--- src/rtl/data_mem_arbiter.sv ---
// Round-robin arbiter that shares one single-port data memory between four requesters.
// Issues one access at a time; all outputs are registered.
module data_mem_arbiter #(
  parameter int unsigned WIDTH     = 15,
  parameter int unsigned ADDR_W    = 9,
  parameter int unsigned MEM_DEPTH = 400
) (
  input  logic                     clk,
  input  logic                     rst,
  input  logic [3:0]               req,
  input  logic [3:0]               we,
  input  logic [4*ADDR_W-1:0]      addr,
  input  logic [4*(WIDTH+1)-1:0]   wdata,
  output logic [3:0]               gnt,
  output logic [3:0]               rvalid,
  output logic [WIDTH:0]           rdata,
  output logic [3:0]               err,
  output logic                     busy,
  output logic                     mem_en,
  output logic                     mem_we,
  output logic [ADDR_W-1:0]        mem_addr,
  output logic [WIDTH:0]           mem_wdata,
  input  logic [WIDTH:0]           mem_rdata
);

  typedef enum logic [1:0] {IDLE, ISSUE, RDWAIT} state_e;

  state_e              state_q, state_d;
  logic [1:0]          last_q, last_d;
  logic [1:0]          win_q, win_d;
  logic [3:0]          gnt_q, gnt_d;
  logic [3:0]          rvalid_q, rvalid_d;
  logic [3:0]          err_q, err_d;
  logic                busy_q, busy_d;
  logic                mem_en_q, mem_en_d;
  logic                mem_we_q, mem_we_d;
  logic [ADDR_W-1:0]   mem_addr_q, mem_addr_d;
  logic [WIDTH:0]      mem_wdata_q, mem_wdata_d;
  logic [WIDTH:0]      rdata_q, rdata_d;

  logic [1:0]          pick;
  logic [1:0]          idx;
  logic                found;
  logic [ADDR_W-1:0]   addr_sel;
  logic [WIDTH:0]      wdata_sel;
  logic                we_sel;
  logic                oor;

  // Scan from the requester after the last winner, wrapping modulo 4.
  always_comb begin
    pick  = last_q;
    found = 1'b0;
    idx   = '0;
    for (int unsigned k = 1; k <= 4; k++) begin
      idx = 2'(32'(last_q) + k);
      if (!found && req[idx]) begin
        found = 1'b1;
        pick  = idx;
      end
    end
  end

  always_comb begin
    addr_sel  = '0;
    wdata_sel = '0;
    we_sel    = 1'b0;
    for (int unsigned i = 0; i < 4; i++) begin
      if (pick == 2'(i)) begin
        addr_sel  = addr[i*ADDR_W +: ADDR_W];
        wdata_sel = wdata[i*(WIDTH+1) +: WIDTH+1];
        we_sel    = we[i];
      end
    end
    oor = 32'(addr_sel) >= MEM_DEPTH;
  end

  // Outputs are computed one cycle ahead so each state's pulses appear registered.
  always_comb begin
    state_d     = state_q;
    last_d      = last_q;
    win_d       = win_q;
    gnt_d       = '0;
    rvalid_d    = '0;
    err_d       = '0;
    mem_en_d    = 1'b0;
    mem_we_d    = 1'b0;
    mem_addr_d  = mem_addr_q;
    mem_wdata_d = mem_wdata_q;
    rdata_d     = rdata_q;
    unique case (state_q)
      IDLE: begin
        if (|req) begin
          state_d     = ISSUE;
          win_d       = pick;
          last_d      = pick;
          gnt_d       = 4'b0001 << pick;
          mem_addr_d  = addr_sel;
          mem_wdata_d = wdata_sel;
          if (oor) begin
            err_d = 4'b0001 << pick;
          end else begin
            mem_en_d = 1'b1;
            mem_we_d = we_sel;
          end
        end
      end
      ISSUE: begin
        state_d = (mem_en_q && !mem_we_q) ? RDWAIT : IDLE;
      end
      RDWAIT: begin
        state_d  = IDLE;
        rvalid_d = 4'b0001 << win_q;
        rdata_d  = mem_rdata;
      end
      default: state_d = IDLE;
    endcase
    busy_d = (state_d != IDLE);
  end

  always_ff @(posedge clk) begin
    if (rst) begin
      state_q     <= IDLE;
      last_q      <= 2'd3;
      win_q       <= '0;
      gnt_q       <= '0;
      rvalid_q    <= '0;
      err_q       <= '0;
      busy_q      <= 1'b0;
      mem_en_q    <= 1'b0;
      mem_we_q    <= 1'b0;
      mem_addr_q  <= '0;
      mem_wdata_q <= '0;
      rdata_q     <= '0;
    end else begin
      state_q     <= state_d;
      last_q      <= last_d;
      win_q       <= win_d;
      gnt_q       <= gnt_d;
      rvalid_q    <= rvalid_d;
      err_q       <= err_d;
      busy_q      <= busy_d;
      mem_en_q    <= mem_en_d;
      mem_we_q    <= mem_we_d;
      mem_addr_q  <= mem_addr_d;
      mem_wdata_q <= mem_wdata_d;
      rdata_q     <= rdata_d;
    end
  end

  assign gnt       = gnt_q;
  assign rvalid    = rvalid_q;
  assign err       = err_q;
  assign busy      = busy_q;
  assign mem_en    = mem_en_q;
  assign mem_we    = mem_we_q;
  assign mem_addr  = mem_addr_q;
  assign mem_wdata = mem_wdata_q;
  assign rdata     = rdata_q;

endmodule

--- config.mk ---
export PLATFORM = sky130hd
export DESIGN_NAME = data_mem_arbiter
export DESIGN_NICKNAME = d
export VERILOG_FILES = /design/src/rtl/data_mem_arbiter.sv
export SDC_FILE = /design/constraint.sdc
export NUM_CORES = 1
export LEC_CHECK = 0
export CORE_UTILIZATION = 42
export CTS_BUF_LIST = sky130_fd_sc_hd__clkbuf_4 sky130_fd_sc_hd__clkbuf_8
export DETAILED_ROUTE_END_ITERATION = 10
export PLACE_DENSITY = 0.92
export REMOVE_ABC_BUFFERS = 1
export SLEW_MARGIN = 0
export SYNTH_ARGS = -nofsm -noshare
export SYNTH_HDL_FRONTEND = slang
export SYNTH_SLANG_ARGS = --single-unit
export TNS_END_PERCENT = 30
--- constraint.sdc ---
create_clock -name clk -period 4.3 [get_ports clk]
set_input_delay 0.86 -clock clk [delete_from_list [all_inputs] [get_ports clk]]
set_output_delay 0.86 -clock clk [all_outputs]
set_load 0.1 [all_outputs]
==> results.sh, run 1 <==
export IMPL_first_global_vias=3455
export IMPL_critical_path_startpoint_type="input port"
export IMPL_run_status="complete, no violations"
export IMPL_final_period_utilization_pct=88.2
export IMPL_antenna_found_initial=0
export IMPL_worst_skew_pair_late_latency_ns=0.33
export IMPL_global_route_wire_length_before_repair_mm=16.2
export IMPL_clock_sinks=62
export IMPL_firstDrtPassIters=4
export IMPL_share_of_the_synthesized_area_in_compound_gates_ao_oa_aoi_oai_pct=24.4
export IMPL_global_route_usage_total_pct=27.5
export IMPL_portBuffers=181
export IMPL_synth_ff_latch_count=62
export IMPL_drv_max_cap_violation_count=0
export IMPL_routedWlPerCell_um=16.8
export IMPL_setup_viol_count_final=0
export IMPL_finalCriticalPeriod_ns=3.79
export IMPL_power_share_switching_pct=42.9
export IMPL_timing_clock_skew_ns=0.0108
export IMPL_worst_endpoint_required_ns=4.51
export IMPL_postCtsHoldBufs=0
export IMPL_rsz0062_at_grt="no"
export IMPL_finalNetCount=650
export IMPL_cp_max_fo=25
export IMPL_stdcell_area_mm2=0.00512
export IMPL_num_vias=3568
export IMPL_p_seq_share_pct=32.0
export IMPL_synth_area_per_cell_um2=8.58
export IMPL_net_switching_power_mw=0.909
export IMPL_netlist_area_mm2=0.00306
export IMPL_worstMarginPinSlew_ns=1.13
export IMPL_n_antenna_cell=0
export IMPL_worst_hold_path_type="flip-flop to flip-flop"
export IMPL_critical_path_endpoint_type="flip-flop"
export IMPL_post_detailed_route_count_of_antenna_violating_nets=0
export IMPL_timing_max_transition_violations_final=0
export IMPL_yosys_area_share_xor_xnor_pct=0
export IMPL_row_count=30
export IMPL_vdd_ir_drop_worst_uv=207
export IMPL_fp_dieW_um=87.4
export IMPL_synthCells=357
export IMPL_total_power_mw=2.12
export IMPL_drc_errors=0
export IMPL_die_height_um=87.4
export IMPL_cts_repair_resized=0
export IMPL_power_share_clock_pct=24.0
export IMPL_p_comb_share_pct=44.0
export IMPL_number_of_top_level_pins=182
export IMPL_post_cts_repair_setup_buffers=0
export IMPL_simple_gate_portion_of_the_synthesized_area_pct=20.8
export IMPL_die_area_mm2=0.00764
export IMPL_timing_hold_violations_final=0
export IMPL_power_static_leakage_nw=1.90
export IMPL_globalRouteMet3Util_pct=7.20
export IMPL_async_flop_share_pct=0
export IMPL_global_route_overflow_total=0
export IMPL_synth_mux_area_share_pct=9.23
export IMPL_final_layout_size_suffix_gt1_share_pct=6.43
export IMPL_count_of_h_tree_levels_built_during_cts=3
export IMPL_netlist_cell_type_count=38
export IMPL_drtIter0Drc=160
export IMPL_synth_seq_area_share_pct=40.5
export IMPL_pre_cts_ws_ns=0.177
export IMPL_synth_edff_count=0
export IMPL_detailedPlacementHpwl_mm=7.63
export IMPL_largest_family_of_logic_cells_by_synthesized_area="compound AO/OA/AOI/OAI gates"
export IMPL_clock_tree_buffer_depth=2
export IMPL_initial_core_utilization_pct=44.3
export IMPL_finalWorstSetupSlack_ns=0.509
export IMPL_post_drt_via_cell_ratio=5.71
export IMPL_placed_area_mm2=0.00492
export IMPL_grt_util_met1_pct=32.5
export IMPL_coreArea_mm2=0.00691
export IMPL_timing_worst_setup_path_type="input port to flip-flop"
export IMPL_post_synth_fa_ha_maj_area_fraction_pct=0
export IMPL_power_density_mw_per_mm2=414
export IMPL_intPower_mw=1.21
export IMPL_final_cell_mix="clkdlybuf4s50_1 (181), nand2_1 (64), dfxtp_1 (62)"
export IMPL_cts_root_buffer_cell="clkbuf_8"
export IMPL_worst_max_slew_margin_expressed_relative_to_the_limit_pct=24.5
export IMPL_drt_wl_total_mm=10.5
export IMPL_cts_buffer_count=9
export IMPL_fmax_mhz=264
export IMPL_ys_dominant_reg_cell="dfxtp_1"
export IMPL_timing_critical_path_arrival_ns=4.00
export IMPL_gp_congestion=0.868
export IMPL_maximum_number_of_pins_on_one_net_before_global_route_repair=28
export IMPL_global_route_usage_met2_pct=46.0
export IMPL_most_common_library_cell_in_the_layout_ignoring_fill_and_taps="clkdlybuf4s50_1"
export IMPL_busiest_layer="met2"
export IMPL_tritoncts_clock_tree="done"
export IMPL_final_core_util_pct=74.1
export IMPL_areaGrowthSynthToFinish_pct=67.1
export IMPL_synthesis_yosys_warnings=0
export IMPL_tns_ns=0
export IMPL_clock_slew_seen_by_the_registers_of_the_worst_setup_and_hold_paths_ns=0.08
## logic make-up after synthesis
kind of cell / Yosys count
muxes: 27
and+or+nand+nor: 128
DFF: 62
buffers and inverters: 35
AOI/OAI and AO/OA: 105
## power groups by stage
stage,Sequential [mW],Combinational (mW),Clock (mW)
after floorplan,1.08,0.226,0
after global placement,0.686,0.917,0
after detailed placement,0.688,0.930,0
after CTS,0.676,0.933,0.518
after global routing,0.683,0.972,0.541
final,0.677,0.933,0.509
## per-stage QoR
stage,cells,hold slack [ns]
2_1_floorplan,324,0.449
3_3_place_gp,609,0.441
3_5_place_dp,609,0.449
4_1_cts,625,0.459
5_1_grt,625,0.486
6_report,625,0.461
## Yosys cell counts (all sizes together) (2+ instances only)
| cell | count | share of area [%] |
|---|---|---|
| o311ai | 3 | 0.86 |
| nor2 | 11 | 1.3 |
| a21o | 26 | 6.4 |
| or2 | 2 | 0.41 |
| mux2i | 26 | 8.5 |
| o31ai | 24 | 5.9 |
| nand4 | 24 | 4.9 |
| and4b | 2 | 0.65 |
| nand3 | 3 | 0.65 |
| o211ai | 24 | 5.9 |
| nor4 | 6 | 1.2 |
| clkbuf | 22 | 2.7 |
| nor2b | 3 | 0.61 |
| nand2 | 64 | 7.8 |
| buf | 11 | 2.1 |
| inv | 2 | 0.25 |
| dfxtp | 62 | 41 |
| nand2b | 4 | 0.82 |
| nor4b | 2 | 0.57 |
| a21oi | 20 | 3.3 |
| and2 | 2 | 0.41 |
| nor3 | 3 | 0.82 |
## routing by layer
layer  wire (um)  vias to the layer above
li1            -                     1655
met1        4080                     1652
met2        5010                      227
met3        1080                       34
met4         352                        0
met5           0                        -
## critical path, cell delays in order
cell and delay [ns]:
clkdlybuf4s50_1 0.46, nor2b_1 0.19, o21ai_2 0.89, nand3_2 0.76, mux4_2 0.69, a21boi_1 0.14
## worst paths after layout
check	endpoint	slack, ns	depth (start not counted)	start
setup / recovery	mem_we	0.51	6	req[3]
hold / removal	rdata[15]	0.46	2	rdata[15]
setup reg to reg	mem_we	1.15	5	last_q[0]
hold reg to reg	rdata[15]	0.46	2	rdata[15]
## flip-flops by register name, summed over array words and instances (netlist names), 2 cells and up
register / count
gnt: 4
err: 4
mem_addr: 9
mem_wdata: 16
rdata: 16
rvalid: 4
last_q: 2
state_q: 2
win_q: 2
## area by class of cell
cell class / instances / area, um2
fillers: 513 / 1790
well taps: 96 / 120
flip-flops and latches: 62 / 1240
multi-input cells: 260 / 1680
inverters: 2 / 7.51
clock buffers: 9 / 124
clock inverters: 7 / 72.6
repair buffers: 189 / 1870
Power figures use the tool's default switching activity.
==> inputs of run 2 (changes only) <==
--- a/config.mk
+++ b/config.mk
@@ -8,6 +8,7 @@
 export CORE_UTILIZATION = 42
 export CTS_BUF_LIST = sky130_fd_sc_hd__clkbuf_4 sky130_fd_sc_hd__clkbuf_8
 export DETAILED_ROUTE_END_ITERATION = 10
+export GPL_ROUTABILITY_DRIVEN = 1
 export PLACE_DENSITY = 0.92
 export REMOVE_ABC_BUFFERS = 1
 export SLEW_MARGIN = 0
==> results of run 2 <==
The final DEF is identical to that of run 1; final timing and power are the same.
